[src/rtl/heater_ramp_ctrl.sv]
// Staged-enable controller for a heater array: ramps the enabled channel count, applies a common
// PWM duty, tracks channel errors and trips every channel off at an error-count threshold.
module heater_ramp_ctrl #(
  parameter int N         = 32,
  parameter int RAMP_DIV  = 1024,
  parameter int PWM_W     = 8,
  parameter int ERR_CNT_W = 16
) (
  input  logic                     clk,
  input  logic                     rst_n,
  input  logic [$clog2(N+1)-1:0]   target,
  input  logic [PWM_W-1:0]         duty,
  input  logic [N-1:0]             heater_error,
  input  logic                     err_clear,
  input  logic [ERR_CNT_W-1:0]     trip_thresh,
  output logic [N-1:0]             heater_enable,
  output logic [$clog2(N+1)-1:0]   active_cnt,
  output logic [N-1:0]             err_sticky,
  output logic [ERR_CNT_W-1:0]     err_count,
  output logic                     tripped,
  output logic                     ramping
);

  localparam int CW   = $clog2(N + 1);
  localparam int RC_W = $clog2(RAMP_DIV);

  localparam logic [CW-1:0]        N_C       = CW'(N);
  localparam logic [CW-1:0]        ACT_ONE   = {{(CW-1){1'b0}}, 1'b1};
  localparam logic [RC_W-1:0]      RAMP_LAST = RC_W'(RAMP_DIV - 1);
  localparam logic [RC_W-1:0]      RC_ONE    = {{(RC_W-1){1'b0}}, 1'b1};
  localparam logic [PWM_W-1:0]     PWM_ONE   = {{(PWM_W-1){1'b0}}, 1'b1};
  localparam logic [PWM_W-1:0]     PWM_FULL  = {PWM_W{1'b1}};
  localparam logic [ERR_CNT_W-1:0] CNT_ONE   = {{(ERR_CNT_W-1){1'b0}}, 1'b1};
  localparam logic [ERR_CNT_W-1:0] CNT_MAX   = {ERR_CNT_W{1'b1}};

  typedef enum logic [2:0] {
    ST_IDLE      = 3'd0,
    ST_RAMP_UP   = 3'd1,
    ST_RAMP_DOWN = 3'd2,
    ST_HOLD      = 3'd3,
    ST_TRIP      = 3'd4
  } state_t;

  // Thermometer mask selecting channels 0 .. cnt-1
  function automatic logic [N-1:0] low_mask(input logic [CW-1:0] cnt);
    return ~({N{1'b1}} << cnt);
  endfunction

  state_t           state_r, nxt_state_s;
  logic [CW-1:0]    target_q_r, nxt_active_s;
  logic [RC_W-1:0]  ramp_cnt_r, nxt_ramp_cnt_s;
  logic [PWM_W-1:0] pwm_cnt_r;
  logic [N-1:0]     err_q_r, act_mask_s, masked_err_s, rising_s;
  logic             pwm_on_s;

  assign act_mask_s   = low_mask(active_cnt);
  assign pwm_on_s     = (pwm_cnt_r < duty) | (duty == PWM_FULL);
  assign masked_err_s = heater_error & act_mask_s;
  assign rising_s     = masked_err_s & ~err_q_r;

  // Ramp sequencing: next state, channel count and step timer
  always_comb begin
    nxt_state_s    = state_r;
    nxt_active_s   = active_cnt;
    nxt_ramp_cnt_s = ramp_cnt_r;
    case (state_r)
      ST_IDLE, ST_HOLD: begin
        nxt_ramp_cnt_s = '0;
        if (target_q_r > active_cnt) begin
          nxt_state_s = ST_RAMP_UP;
        end else if (target_q_r < active_cnt) begin
          nxt_state_s = ST_RAMP_DOWN;
        end else begin
          nxt_state_s = state_r;
        end
      end
      ST_RAMP_UP, ST_RAMP_DOWN: begin
        if (ramp_cnt_r == RAMP_LAST) begin
          nxt_ramp_cnt_s = '0;
          // Step toward the current target, so a reversal takes effect at this boundary
          if (target_q_r > active_cnt) begin
            nxt_active_s = active_cnt + ACT_ONE;
          end else if (target_q_r < active_cnt) begin
            nxt_active_s = active_cnt - ACT_ONE;
          end else begin
            nxt_active_s = active_cnt;
          end
          if (nxt_active_s == target_q_r) begin
            nxt_state_s = (nxt_active_s == '0) ? ST_IDLE : ST_HOLD;
          end else if (nxt_active_s < target_q_r) begin
            nxt_state_s = ST_RAMP_UP;
          end else begin
            nxt_state_s = ST_RAMP_DOWN;
          end
        end else begin
          nxt_ramp_cnt_s = ramp_cnt_r + RC_ONE;
        end
      end
      ST_TRIP: begin
        nxt_active_s   = '0;
        nxt_ramp_cnt_s = '0;
        if (err_clear) begin
          nxt_state_s = ST_IDLE;
        end else begin
          nxt_state_s = ST_TRIP;
        end
      end
      default: begin
        nxt_state_s    = ST_IDLE;
        nxt_active_s   = '0;
        nxt_ramp_cnt_s = '0;
      end
    endcase
    if ((state_r != ST_TRIP) && tripped && !err_clear) begin
      nxt_state_s    = ST_TRIP;
      nxt_active_s   = '0;
      nxt_ramp_cnt_s = '0;
    end else begin
      nxt_state_s = nxt_state_s;
    end
  end

  // FSM state and registered ramp outputs
  always_ff @(posedge clk or negedge rst_n) begin
    if (!rst_n) begin
      state_r    <= ST_IDLE;
      active_cnt <= '0;
      ramp_cnt_r <= '0;
      ramping    <= 1'b0;
    end else begin
      state_r    <= nxt_state_s;
      active_cnt <= nxt_active_s;
      ramp_cnt_r <= nxt_ramp_cnt_s;
      ramping    <= (nxt_state_s == ST_RAMP_UP) || (nxt_state_s == ST_RAMP_DOWN);
    end
  end

  // Clamped target and free-running PWM phase
  always_ff @(posedge clk or negedge rst_n) begin
    if (!rst_n) begin
      target_q_r <= '0;
      pwm_cnt_r  <= '0;
    end else begin
      target_q_r <= (target > N_C) ? N_C : target;
      pwm_cnt_r  <= pwm_cnt_r + PWM_ONE;
    end
  end

  // Per-channel enables, all channels share one PWM phase
  always_ff @(posedge clk or negedge rst_n) begin
    if (!rst_n) begin
      heater_enable <= '0;
    end else begin
      heater_enable <= act_mask_s & {N{pwm_on_s}} & {N{~tripped}};
    end
  end

  // Error edge detection, sticky flags, saturating count and trip latch
  always_ff @(posedge clk or negedge rst_n) begin
    if (!rst_n) begin
      err_q_r    <= '0;
      err_sticky <= '0;
      err_count  <= '0;
      tripped    <= 1'b0;
    end else begin
      err_q_r <= masked_err_s;
      if (err_clear) begin
        err_sticky <= '0;
        err_count  <= '0;
        tripped    <= 1'b0;
      end else begin
        err_sticky <= err_sticky | masked_err_s;
        if ((|rising_s) && (err_count != CNT_MAX)) begin
          err_count <= err_count + CNT_ONE;
        end else begin
          err_count <= err_count;
        end
        if ((trip_thresh != '0) && (err_count >= trip_thresh)) begin
          tripped <= 1'b1;
        end else begin
          tripped <= tripped;
        end
      end
    end
  end

endmodule

[config.mk]
export PLATFORM = sky130hd
export DESIGN_NAME = heater_ramp_ctrl
export DESIGN_NICKNAME = d
export VERILOG_FILES = /design/src/rtl/heater_ramp_ctrl.sv
export SDC_FILE = /design/constraint.sdc
export NUM_CORES = 1
export LEC_CHECK = 0
export BUFFER_PORTS_ARGS = -buffer_cell sky130_fd_sc_hd__buf_4
export CAP_MARGIN = 30
export CORE_ASPECT_RATIO = 0.8
export CORE_UTILIZATION = 30
export CTS_CLUSTER_DIAMETER = 100
export DETAILED_ROUTE_END_ITERATION = 10
export GPL_TIMING_DRIVEN = 0
export PLACE_DENSITY = 0.48
export REMOVE_ABC_BUFFERS = 1
export SLEW_MARGIN = 20
export SYNTH_ARGS = -nofsm -noshare
export SYNTH_HDL_FRONTEND = slang
export SYNTH_SLANG_ARGS = --single-unit
[constraint.sdc]
create_clock -name clk -period 4.3 [get_ports clk]
set_clock_uncertainty 0.1 [all_clocks]
set_input_delay 0.43 -clock clk [delete_from_list [all_inputs] [get_ports clk]]
set_output_delay 0.43 -clock clk [all_outputs]
set_load 0.01 [all_outputs]
==> results of run 1 <==
final cells by class:
type                    instances  area (sq um)
fillers                      2384         14200
inverters                      68           255
well taps                     312           390
clock inverters                11           129
flip-flops and latches        147          3690
clock buffers                  20           437
multi-input cells             500          3280
repair buffers                166          1360
logic make-up (layout without fill, tap and decap cells):
family          count (synthesis)  count (layout)  synth area share, %
xor+xnor                       29              29                 3.46
compound gates                147             147                 13.6
simple gates                  274             274                 18.8
mux                             7               7                0.972
fa+ha+maj                      43              43                 7.33
flops                         147             147                 50.1
buf+inv                        99             265                 5.66
report_power, final:
group / switching [uW] / internal (uW) / total (uW) / leakage, uW
registers: 73.5 / 1490 / 1560 / 0.00181
clock network: 602 / 856 / 1460 / 0.000271
logic: 330 / 275 / 605 / 0.00251
through the flow:
| step | hold WS (ns) | cell area (sq um) |
|---|---|---|
| 5_1_grt | 0.0611 | 9550 |
| 2_1_floorplan | 0.0344 | 7180 |
| 6_report | 0.0628 | 9550 |
| 4_1_cts | 0.0469 | 9440 |
| 3_3_place_gp | 0.381 | 8710 |
| 3_5_place_dp | 0.213 | 8850 |
layer usage:
layer / routed length [microns] / share of wire (%) / track usage (%) / vias to the layer above
li1: - / - / - / 2876
met1: 10700 / 52 / 25.6 / 2764
met2: 8340 / 41 / 23.1 / 162
met3: 1220 / 6.0 / 3.86 / 12
met4: 181 / 0.89 / 4.63 / 0
met5: 0 / 0 / 0 / -
sequential cells by signal, summed over array words and instances (netlist names):
signal	flops
err_sticky	32
target_q_r	6
active_cnt	6
heater_enable	32
ramp_cnt_r	10
pwm_cnt_r	8
state_r	3
tripped	1
ramping	1
err_q_r	32
err_count	16
repair_timing:
action                                 in CTS  in global routing
endpoints found under the hold margin      30                  0
setup endpoints to repair                   3                  3
resized for setup                           5                  6
setup buffers                               0                  8
hold buffers                                1                  0
cloned                                      0                  0
pin swaps                                   0                  1
placed cells by master (no fill, tap or decap), types with 17 or more instances in the layout:
master,count
nor2b_1,18
buf_4,158
a211oi_1,17
nor2_1,118
dfrtp_1,142
a21oi_1,41
clkbuf_16,17
ha_1,43
inv_1,65
nand2_1,29
critical path, cell delays in order, from the launching register on:
cell and delay [ns]:
dfrtp_4 0.61, inv_2 0.12, ha_1 0.32, or2_1 0.22
a21oi_2 0.20, a21o_2 0.26, nor2_1 0.13, xnor2_1 0.19
ha_1 0.27, nand2b_1 0.14, a21o_1 0.17, a21o_1 0.19
a21oi_1 0.14, a2bb2oi_1 0.18, o211ai_1 0.15, a31oi_2 0.27
nand3_1 0.08, nor3b_2 0.17
worst max path at each step:
| stage | endpoint | slack, ns |
|---|---|---|
| 6_report | ramping$_DFF_PN0_ | 0.25 |
| 3_5_place_dp | ramping$_DFF_PN0_ | -0.30 |
| 2_1_floorplan | ramping$_DFF_PN0_ | 0.34 |
| 3_3_place_gp | ramping$_DFF_PN0_ | -0.81 |
| 4_1_cts | ramping$_DFF_PN0_ | 0.02 |
| 5_1_grt | ramping$_DFF_PN0_ | -0.004 |
==> results.py, run 1 <==
metrics = {
    "timing": {
        "fmax_mhz": 247,
        "hold_violations": 0,
        "min_period_ns": 4.05,
        "setup_ws_ns": 0.251,
        "slew_headroom_pct": 55.4,
        "final_max_slew_viol_count": 0,
        "period_share_pct": 94.2,
        "tns_ns": 0,
        "worst_pin_slew_ns": 0.668,
        "finalSetupViolCount": 0,
    },
    "floorplanning": {
        "die_x_microns": 177,
        "die_h_microns": 142,
        "start_util_pct": 30.9,
        "ios": 153,
        "core_area_sq_mm": 0.0237,
        "die_area_sq_mm": 0.0251,
        "rows": 50,
    },
    "worst_setup_path": {
        "worstPathArrival_ns": 4.24,
        "crit_required_ns": 4.49,
        "reg2reg_from": "active_cnt[4]$_DFFE_PN0P_",
        "start_kind": "flop",
        "crit_path_end_kind": "flop",
        "setup.worst_path.start": "active_cnt[4]$_DFFE_PN0P_",
        "worst-path-max-fanout": 16,
        "reg2reg_depth": 17,
        "worstSetupPathType": "reg2reg",
        "rrSetupSlack_ns": 0.25,
        "timing.rr.end": "ramping$_DFF_PN0_",
    },
    "synthesis": {
        "post-synth-top-count-cell": "dfrtp_1",
        "yosys-top-cells-area": "dfrtp_1 50%, ha_1 7.3%, nor2_1 6.1%, inv_1 3.3%, a21oi_1 2.9%",
        "synth_ff_type": "dfrtp_1",
        "synth-seq-cells": 147,
        "syn-instance-count": 746,
        "synth-async-reset-ratio_pct": 100,
        "synth_top_cell_area_share_pct": 50.1,
        "synth_edf_count": 0,
        "synth_cell_types": 71,
        "yosys.area.top_type": "dfrtp_1",
        "avgSynthCellArea_sq_um": 9.83,
        "yosys-top-cells-count": "147 x dfrtp_1, 120 x nor2_1, 65 x inv_1, 43 x ha_1, 42 x a21oi_1",
        "yosysWarnings": 0,
        "ys_seq_area_share_pct": 50.1,
        "syn_area_sq_mm": 0.00734,
    },
    "place": {
        "dp_slack_ns": -0.302,
        "place_congestion": 0.807,
        "dp_cells": 1184,
        "dp_hpwl_microns": 14000,
        "port_buffers": 152,
    },
    "worst_hold_path": {
        "min_delay_path_depth": 1,
        "min_from": "target[5]",
        "min_to": "target_q_r[5]$_DFF_PN0_",
        "hold_class": "in2reg",
    },
    "drt": {
        "vias": 5814,
        "drc": 0,
        "drtAntennaViolNets": 0,
        "drtIter0Drc": 429,
        "routed_wl_microns": 20400,
        "via_per_inst": 4.75,
        "drtPass1Iterations": 4,
        "routedWlPerCell_microns": 16.7,
    },
    "final_layout": {
        "drive_gt1_share_pct": 24.9,
        "area_delta_synth_final_pct": 30.1,
        "antenna_cells": 0,
        "finish.utilization_pct": 40.3,
        "layout.cells.non_filler": 1224,
        "fin_nets": 1008,
    },
    "pwr": {
        "power_density_mw_per_mm2": 379,
        "leakagePower_uw": 0.00460,
        "power.total_uw": 3620,
        "peakVddDrop_v": 0.000289,
    },
    "global_route": {
        "grt-ovfl-total": 0,
        "grt_pass1_wl_microns": 32000,
        "grt_antenna_before_repair": 0,
        "grt_start_max_net_pins": 65,
        "grt_usage_pct": 16.7,
        "grt_pass1_vias": 5586,
    },
    "clock_tree": {
        "clk_pin_slew_ns": 0.06,
        "cts-root-buf": "clkbuf_16",
        "clk_latency_ns": 0.43,
        "clockBufferDepth": 2,
        "htreeDepth": 4,
        "cts_sinks": 147,
        "cts_tree": "built",
        "cts_buffers": 17,
    },
    "outcome": {
        "status": "complete, no violations",
    },
    "run": {
        "timing.max_cap.violations": 0,
    },
}
Power figures use the tool's default switching activity.
==> run 2, diff against run 1 <==
- CORE_ASPECT_RATIO: 0.8 -> default
==> results.py, run 2 (synthesized netlist as in run 1, its figures left out) <==
metrics = {
    "worst_hold_path": {
        "min_from": "target[5]",
        "min_delay_path_depth": 1,
        "hold_class": "in2reg",
        "min_to": "target_q_r[5]$_DFF_PN0_",
    },
    "pwr": {
        "power.total_uw": 3590,
        "power_density_mw_per_mm2": 379,
        "peakVddDrop_v": 0.000206,
        "leakagePower_uw": 0.00457,
    },
    "timing": {
        "fmax_mhz": 250,
        "worst_pin_slew_ns": 0.651,
        "period_share_pct": 93.2,
        "final_max_slew_viol_count": 0,
        "slew_headroom_pct": 56.6,
        "finalSetupViolCount": 0,
        "rsz0062_at_grt": "no",
        "setup_ws_ns": 0.293,
        "min_period_ns": 4.01,
        "hold_violations": 0,
    },
    "final_layout": {
        "antenna_cells": 0,
        "stdcell_area_sq_mm": 0.00948,
        "largest_registers": "err_q_r: 32 flops, err_sticky: 32 flops, heater_enable: 32 flops",
        "drive_gt1_share_pct": 24.8,
        "final_common_cell": "buf_4",
        "area_delta_synth_final_pct": 29.2,
        "layout.cells.non_filler": 1228,
        "layout_common_cells": "154 x buf_4, 142 x dfrtp_1, 118 x nor2_1",
        "fin_nets": 1004,
        "nFillCells": 2362,
    },
    "global_route": {
        "grt_antenna_before_repair": 0,
        "grt_start_max_net_pins": 83,
        "grt_pass1_vias": 5738,
        "grt_usage_pct": 16.4,
        "grt-ovfl-total": 0,
        "grt_pass1_wl_microns": 31100,
    },
    "place": {
        "port_buffers": 152,
        "dp_cells": 1192,
        "dp_slack_ns": -0.292,
        "dp_hpwl_microns": 13900,
        "place_congestion": 0.759,
        "dpl_cell_area_sq_mm": 0.00884,
    },
    "floorplanning": {
        "die_x_microns": 158,
        "start_util_pct": 30.9,
        "ios": 153,
        "core_area_sq_mm": 0.0238,
        "die_area_sq_mm": 0.0251,
        "die_h_microns": 158,
        "rows": 56,
    },
    "worst_setup_path": {
        "reg2reg_from": "active_cnt[1]$_DFFE_PN0P_",
        "cp_slowest_cell": "dfrtp_2",
        "crit_path_end_kind": "flop",
        "reg2reg_depth": 17,
        "crit_family": "compound AO/OA/AOI/OAI gates",
        "worstPathArrival_ns": 4.20,
        "crit_chain": "inv_2 -> ha_1 -> nor2b_1 -> o31ai_2 -> a21o_2 -> nor2_1 -> xnor2_1 -> ha_1 -> nand2b_1 -> a21o_1 -> a21o_1 -> a21oi_1 -> a2bb2oi_1 -> o211ai_1 -> a31oi_2 -> nand3_1 -> nor3b_2",
        "worstSetupPathType": "reg2reg",
        "start_kind": "flop",
        "worst-path-max-fanout": 15,
        "cp_num_buf_inv": 1,
        "crit_required_ns": 4.49,
        "cp_slowest_stage_delay_ns": 0.60,
        "timing.rr.end": "ramping$_DFF_PN0_",
        "rrSetupSlack_ns": 0.29,
    },
    "clock_tree": {
        "cts_sinks": 147,
        "clockBufferDepth": 2,
        "cts_buffers": 17,
        "cts-root-buf": "clkbuf_16",
        "htreeDepth": 4,
        "clk_pin_slew_ns": 0.06,
        "cts_tree": "built",
        "clk_latency_ns": 0.42,
    },
    "drt": {
        "drtIter0Drc": 222,
        "drc": 0,
        "routed_wl_microns": 19700,
        "drtPass1Iterations": 4,
        "routedWlPerCell_microns": 16.1,
        "drtAntennaViolNets": 0,
        "via_per_inst": 4.69,
        "vias": 5760,
    },
    "run": {
        "timing.max_cap.violations": 0,
    },
    "outcome": {
        "status": "complete, no violations",
    },
}
[run 2: final cells by class]
type	instances	area (sq um)	area share (%)
flip-flops and latches	147	3690	38.9
multi-input cells	500	3270	34.5
repair buffers	162	1290	13.6
clock buffers	19	453	4.78
well taps	319	399	4.21
inverters	68	255	2.69
clock inverters	13	124	1.31
[run 2: worst register-to-register path: cells and delay by family (launching register included)]
| kind | cells | cell delay (ns) |
|---|---|---|
| compound gates | 8 | 1.66 |
| xor+xnor | 1 | 0.19 |
| fa+ha+maj | 2 | 0.58 |
| buf+inv | 1 | 0.10 |
| flops | 1 | 0.60 |
| simple gates | 5 | 0.66 |
[run 2: report_power, final]
part / internal [uW] / switching (uW) / total, uW / leakage, uW
registers: 1480 / 72.7 / 1560 / 0.00181
logic: 268 / 319 / 586 / 0.00247
clock network: 836 / 612 / 1450 / 0.000282
total: 2590 / 1000 / 3590 / 0.00457
[run 2: through the flow]
stage	hold WS (ns)	utilization, %	setup TNS, ns
2_1_floorplan	0.0344	-	0
3_3_place_gp	0.379	36.7	-10.29
3_5_place_dp	0.376	37.2	-0.432
4_1_cts	0.0529	39.7	0
5_1_grt	0.0553	39.9	0
6_report	0.0689	39.9	0
[run 2: metal layers]
layer	GRT usage [%]	part of all wire [%]	wire, microns	vias up
met5	0	0	0	-
met3	4.52	6.7	1330	14
met1	22.6	49	9710	2722
met2	25.2	43	8480	160
met4	4.17	1.0	203	0
li1	-	-	-	2864
[run 2: worst max path at each step]
| stage | start | end | slack, ns | cells after the start |
|---|---|---|---|---|
| 2_1_floorplan | active_cnt[5]$_DFFE_PN0P_ | ramping$_DFF_PN0_ | 0.34 | 16 |
| 3_5_place_dp | active_cnt[2]$_DFFE_PN0P_ | ramping$_DFF_PN0_ | -0.29 | 17 |
| 6_report | active_cnt[1]$_DFFE_PN0P_ | ramping$_DFF_PN0_ | 0.29 | 17 |
| 4_1_cts | active_cnt[2]$_DFFE_PN0P_ | ramping$_DFF_PN0_ | 0.02 | 17 |
| 3_3_place_gp | active_cnt[5]$_DFFE_PN0P_ | ramping$_DFF_PN0_ | -0.74 | 16 |
| 5_1_grt | active_cnt[1]$_DFFE_PN0P_ | ramping$_DFF_PN0_ | 0.03 | 17 |
[run 2: repair_timing]
item | in CTS | in global routing
setup endpoints to repair | 3 | 2
endpoints found under the hold margin | 81 | 0
setup buffers | 0 | 3
resized for setup | 4 | 4
hold buffers | 1 | 0
